===== config.mk =====
export PLATFORM = sky130hd
export DESIGN_NAME = piso_serializer
export DESIGN_NICKNAME = d
export VERILOG_FILES = /design/src/rtl/piso_serializer.sv
export SDC_FILE = /design/constraint.sdc
export NUM_CORES = 1
export LEC_CHECK = 0
export CAP_MARGIN = 20
export CELL_PAD_IN_SITES_DETAIL_PLACEMENT = 0
export CELL_PAD_IN_SITES_GLOBAL_PLACEMENT = 1
export CORE_UTILIZATION = 30
export DETAILED_ROUTE_END_ITERATION = 12
export PLACE_DENSITY_LB_ADDON = 0.05
export SYNTH_ARGS = -nofsm -noshare
export SYNTH_HDL_FRONTEND = slang
export SYNTH_SLANG_ARGS = --single-unit

===== constraint.sdc =====
create_clock -name clk_i -period 1.5 [get_ports clk_i]
set_clock_uncertainty 0.2 [all_clocks]
set_input_delay 0.3 -clock clk_i [delete_from_list [all_inputs] [get_ports clk_i]]
set_output_delay 0.3 -clock clk_i [all_outputs]
set_load 0.05 [all_outputs]

===== src/rtl/piso_serializer.sv =====
// Parallel-in serial-out serializer with a valid/ready load handshake and gap-free back-to-back frames.
// Define PISO_PARITY_EN to append an even-parity bit after the data bits.
module piso_serializer #(
    parameter int unsigned WIDTH     = 4,
    parameter bit          LSB_FIRST = 1'b0
) (
    input  logic             clk_i,
    input  logic             rst_ni,
    input  logic             load_valid_i,
    output logic             load_ready_o,
    input  logic [WIDTH-1:0] din_i,
    output logic             sout_o,
    output logic             sout_valid_o,
    output logic             sout_last_o
);

`ifdef PISO_PARITY_EN
    localparam int unsigned FL = WIDTH + 1;
`else
    localparam int unsigned FL = WIDTH;
`endif
    localparam int unsigned CW = $clog2(FL + 1);

    typedef enum logic {StIdle, StShift} state_e;

    state_e           state_q, state_d;
    logic [CW-1:0]    cnt_q, cnt_d;
    logic [WIDTH-1:0] shreg_q, shreg_d;
    logic             sout_q, sout_d;
    logic             sout_valid_q, sout_valid_d;
    logic             sout_last_q, sout_last_d;
    logic             last_bit;
    logic             accept;
    logic             first_bit;
    logic             next_bit;

    // cnt_q always indexes the bit currently driven on sout_o
    assign last_bit     = (state_q == StShift) && (cnt_q == CW'(FL - 1));
    assign load_ready_o = rst_ni && ((state_q == StIdle) || last_bit);
    assign accept       = load_valid_i && load_ready_o;
    assign first_bit    = LSB_FIRST ? din_i[0] : din_i[WIDTH-1];

`ifdef PISO_PARITY_EN
    logic parity_q, parity_d;

    assign next_bit = (cnt_q == CW'(WIDTH - 1)) ? parity_q
                    : (LSB_FIRST ? shreg_q[0] : shreg_q[WIDTH-1]);

    always_comb begin
        parity_d = parity_q;
        if (accept) begin
            parity_d = ^din_i;
        end
    end

    always_ff @(posedge clk_i or negedge rst_ni) begin
        if (!rst_ni) begin
            parity_q <= 1'b0;
        end else begin
            parity_q <= parity_d;
        end
    end
`else
    assign next_bit = LSB_FIRST ? shreg_q[0] : shreg_q[WIDTH-1];
`endif

    always_comb begin
        state_d      = state_q;
        cnt_d        = cnt_q;
        shreg_d      = shreg_q;
        sout_d       = 1'b0;
        sout_valid_d = 1'b0;
        sout_last_d  = 1'b0;
        if (accept) begin
            state_d      = StShift;
            cnt_d        = '0;
            shreg_d      = LSB_FIRST ? (din_i >> 1) : (din_i << 1);
            sout_d       = first_bit;
            sout_valid_d = 1'b1;
        end else if (state_q == StShift) begin
            if (last_bit) begin
                state_d = StIdle;
                cnt_d   = '0;
            end else begin
                cnt_d        = cnt_q + CW'(1);
                shreg_d      = LSB_FIRST ? (shreg_q >> 1) : (shreg_q << 1);
                sout_d       = next_bit;
                sout_valid_d = 1'b1;
                sout_last_d  = (cnt_q == CW'(FL - 2));
            end
        end
    end

    always_ff @(posedge clk_i or negedge rst_ni) begin
        if (!rst_ni) begin
            state_q      <= StIdle;
            cnt_q        <= '0;
            shreg_q      <= '0;
            sout_q       <= 1'b0;
            sout_valid_q <= 1'b0;
            sout_last_q  <= 1'b0;
        end else begin
            state_q      <= state_d;
            cnt_q        <= cnt_d;
            shreg_q      <= shreg_d;
            sout_q       <= sout_d;
            sout_valid_q <= sout_valid_d;
            sout_last_q  <= sout_last_d;
        end
    end

    assign sout_o       = sout_q;
    assign sout_valid_o = sout_valid_q;
    assign sout_last_o  = sout_last_q;

endmodule


==> Flow_metrics.wiki <==
{| class="wikitable"
! Metric !! Value
|-
| Initial antenna violation count || 0
|-
| Run status || finished, violations left
|-
| Syn-to-layout area delta || 74.7%
|-
| Placement Cell Area || 644 µm²
|-
| Die boundary height || 39.2 µm
|-
| Share of the synthesized area in the top cell type || 54.2%
|-
| Hold violation total from the final report || 0
|-
| Summed area of non-filler cells in the final layout || 726 µm²
|-
| Total CTS buffers || 3
|-
| Placer congestion estimate || 0.675
|-
| Required time worst endpoint || 1.00 ns
|-
| Detailed Route WL || 968 µm
|-
| Width of the die || 39.2 µm
|-
| HPWL after detailed placement || approximately 640 µm
|-
| Share of post-route cells with drive strength above 1 || between 50% and 60%
|-
| Clock latency of the later-clocked register in the worst-skew pair || around 0.26 ns
|-
| Count of TritonRoute iterations in the first routing pass || 2
|-
| Total routing usage reported by global routing || 14.9%
|-
| I/O pin total || 11
|-
| Crit-path slowest cell || dfrtp_1
|-
| Global-route wire length before repair || 1390 µm
|-
| Netlist cell types || 17
|-
| Critical path capture point type || output port
|-
| Clock transition at the registers of the reported paths || 0.06 ns
|-
| Kind of critical path || flop to output port
|-
| Number of warnings printed during yosys synthesis || 0
|-
| Total via count after detailed routing || approximately 340
|-
| Number of clock sinks || 9
|-
| Remaining number of nets flagged by the antenna check after routing || 0
|-
| Syn Area/Cell || between 10 and 15 µm²
|-
| Post-synthesis sequential area ratio || 54.2%
|-
| P_sw || a little over 0.5 mW
|-
| Sequential share of power || 28.4%
|-
| Number of cell rows || 13
|-
| Max-capacitance violation count || 0
|-
| Measured slew at the worst slew-check pin || 0.174 ns
|-
| Launching instance or port of the critical path || cnt_q[1]$_DFFE_PN0P_
|-
| Dominant cell type by area after synthesis || dfrtp_1
|-
| P_int || 0.913 mW
|-
| Violated checks || setup timing
|-
| Worst r2r src || cnt_q[1]$_DFFE_PN0P_
|-
| Cell count after synthesis || 34
|-
| Mean routed wirelength per cell || roughly 13 µm
|-
| Worst Hold Class || input pin to async pin
|-
| H-Tree Level Count || 1
|-
| Setup repair after global routing missed its margin || yes
|-
| Number of vias per cell || 4.47
|-
| Cell Chain, Critical Path || ha_2 -> inv_2 -> o21ai_4 -> and2_4 -> buf_12
|-
| Syn nets || 43
|-
| Clock Power Share || a little over an eighth
|-
| Switching Share || between 30% and 40%
|-
| Count of routing violations after the opening detailed-route iteration || 6
|-
| Combinational share of power || between 50% and 60%
|-
| Net count of the finished layout || 72
|-
| Final worst-path cycle share || 119%
|-
| Port bufs || 10
|-
| Peak clock frequency supported by timing || 560 MHz
|-
| Worst Hold Margin || approximately 0.18 ns
|-
| Fraction of the core area covered by cells at the end of the flow || between 50% and 60%
|-
| Total setup violations reported at the end of the flow || 5
|-
| Reg-to-reg endpoint || sout_o$_DFF_PN0_
|-
| Max incr delay on CP || 0.37 ns
|-
| Worst-case register-to-register setup slack || -0.12 ns
|-
| Die area || 1540 µm²
|-
| Area of the placeable core || 1300 µm²
|-
| Peak supply drop || about 800 µV
|-
| Power per Cell Area || 1970 nW/µm²
|-
| Drc violations || 0
|-
| Largest net degree at the start of global routing || 9
|-
| Post-Synthesis Cell Area || 415 µm²
|-
| Cell at the root of the clock tree || clkbuf_4
|-
| Via count of the first global-routing pass || between 300 and 400
|-
| Effective utilization at floorplan || 31.9%
|-
| Final critical path time including I/O delays and setup || 1.79 ns
|-
| Worst setup SP type || flop
|-
| Data arrival time of the critical path || 1.29 ns
|-
| Final worst-path setup slack || -0.286 ns
|-
| Leakage power total || between 0.3 and 0.4 nW
|-
| Worst slew slack as a fraction of its limit || 88.4%
|-
| Synth area leaders || dfrtp_1, mux2_4, ha_1
|-
| Clock tree from TritonCTS || built
|-
| Ant diodes || 0
|-
| Global route total overflow || 0
|-
| Critical path fanouts, max || 2
|-
| Slew Viols, Final || 0
|-
| Path depth of the worst reg2reg path || 6
|-
| Maximum count of clock buffers along a single path || 2
|-
| Flop and latch count out of synthesis || 9
|}
==> power groups by stage <==
| stage | Combinational (mW) | Sequential, mW | Clock [mW] |
|---|---|---|---|
| 6_report | 0.836 | 0.406 | 0.189 |
| 5_1_grt | 0.900 | 0.412 | 0.219 |
| 4_1_cts | 0.771 | 0.403 | 0.199 |
| 3_5_place_dp | 0.693 | 0.406 | 0 |
| 3_3_place_gp | 0.678 | 0.402 | 0 |
| 2_1_floorplan | 0.255 | 0.500 | 0 |
==> synthesized netlist by cell type <==
cell type,number
a21boi_0,1
a21oi_1,1
and2_2,1
and3_2,1
dfrtp_1,9
ha_1,2
inv_1,2
mux2_1,2
mux2_2,1
mux2_4,2
nand2_1,5
nand2_2,1
nand3_1,1
nor3b_1,1
o211a_1,1
o21ai_0,2
o21ai_2,1
==> registers in the layout, summed over array words and instances, names as in the netlist <==
name	cells
sout_o	1
sout_valid_o	1
sout_last_o	1
cnt_q	3
shreg_q	3
==> stage by stage <==
stage / setup TNS [ns] / setup slack (ns) / std cells / power [mW]
after floorplan: -0.0667 / -0.0667 / 34 / 0.755
after global placement: -1.34 / -0.290 / 67 / 1.08
after detailed placement: -1.53 / -0.299 / 67 / 1.10
after CTS: -0.549 / -0.284 / 74 / 1.37
after global routing: -0.911 / -0.340 / 77 / 1.53
final: -0.647 / -0.286 / 77 / 1.43
==> worst max path at each step <==
| stage | end | cells after the start |
|---|---|---|
| floorplan | load_ready_o | 4 |
| global placement | shreg_q[2]$_DFFE_PN0P_ | 4 |
| detailed placement | shreg_q[3]$_DFFE_PN0P_ | 4 |
| CTS | load_ready_o | 5 |
| global route | load_ready_o | 5 |
| finish | load_ready_o | 5 |
==> critical path, delay by kind of cell, from the launching register on <==
kind / cells / cell delay [ns]
flops: 1 / 0.37
fa+ha+maj: 1 / 0.20
buf+inv: 2 / 0.17
simple gates: 1 / 0.17
compound gates: 1 / 0.13
==> routing by layer <==
layer	share of wire, %	up-vias	track usage [%]
li1	-	174	-
met1	45	163	16.5
met2	52	7	23.3
met5	0	-	0
met3	3.7	0	5.20
met4	0	0	10.3
==> cell families after synthesis <==
| logic type | Yosys count | share of synthesized area (%) |
|---|---|---|
| flops | 9 | 54.2 |
| simple gates | 10 | 12.7 |
| mux | 5 | 15.4 |
| fa+ha+maj | 2 | 6.02 |
| compound gates | 6 | 9.94 |
| buf+inv | 2 | 1.81 |
==> layout by cell type (no fill, tap or decap) <==
cell / Yosys / final
buf_4: 0 / 13
dfrtp_1: 9 / 8
clkdlybuf4s50_1: 0 / 6
nand2_1: 5 / 5
buf_12: 0 / 4
clkbuf_4: 0 / 3
mux2_1: 2 / 2
mux2_4: 2 / 2
inv_2: 0 / 1
o21ai_4: 0 / 1
and2_4: 0 / 1
nand2_2: 1 / 1
and3_2: 1 / 1
mux2_2: 1 / 1
nor3b_1: 1 / 1
inv_1: 2 / 1
nand3_1: 1 / 1
a21boi_1: 0 / 1
o211a_1: 1 / 1
a21oi_2: 0 / 1
o21ai_1: 0 / 1
o21ai_0: 2 / 1
ha_1: 2 / 1
ha_2: 0 / 1
clkbuf_1: 0 / 1
buf_6: 0 / 1
dfrtp_2: 0 / 1
==> area by class of cell <==
type                            instances  area (µm²)
Fill cell                             115         576
Tap cell                               15        18.8
Sequential cell                         9         226
Multi-Input combinational cell         23         198
Clock buffer                            4        26.3
Inverter                                2        7.51
Timing Repair Buffer                   24         249
==> what timing repair did <==
| item | 4_1_cts | 5_1_grt |
|---|---|---|
| endpoints found under the setup margin | 4 | 7 |
| pin swaps | 0 | 1 |
| gates cloned | 0 | 0 |
| hold buffers | 0 | 0 |
| gates resized for setup | 3 | 4 |
| buffers inserted | 3 | 4 |
Note: power is estimated with default switching activity, not from simulation.
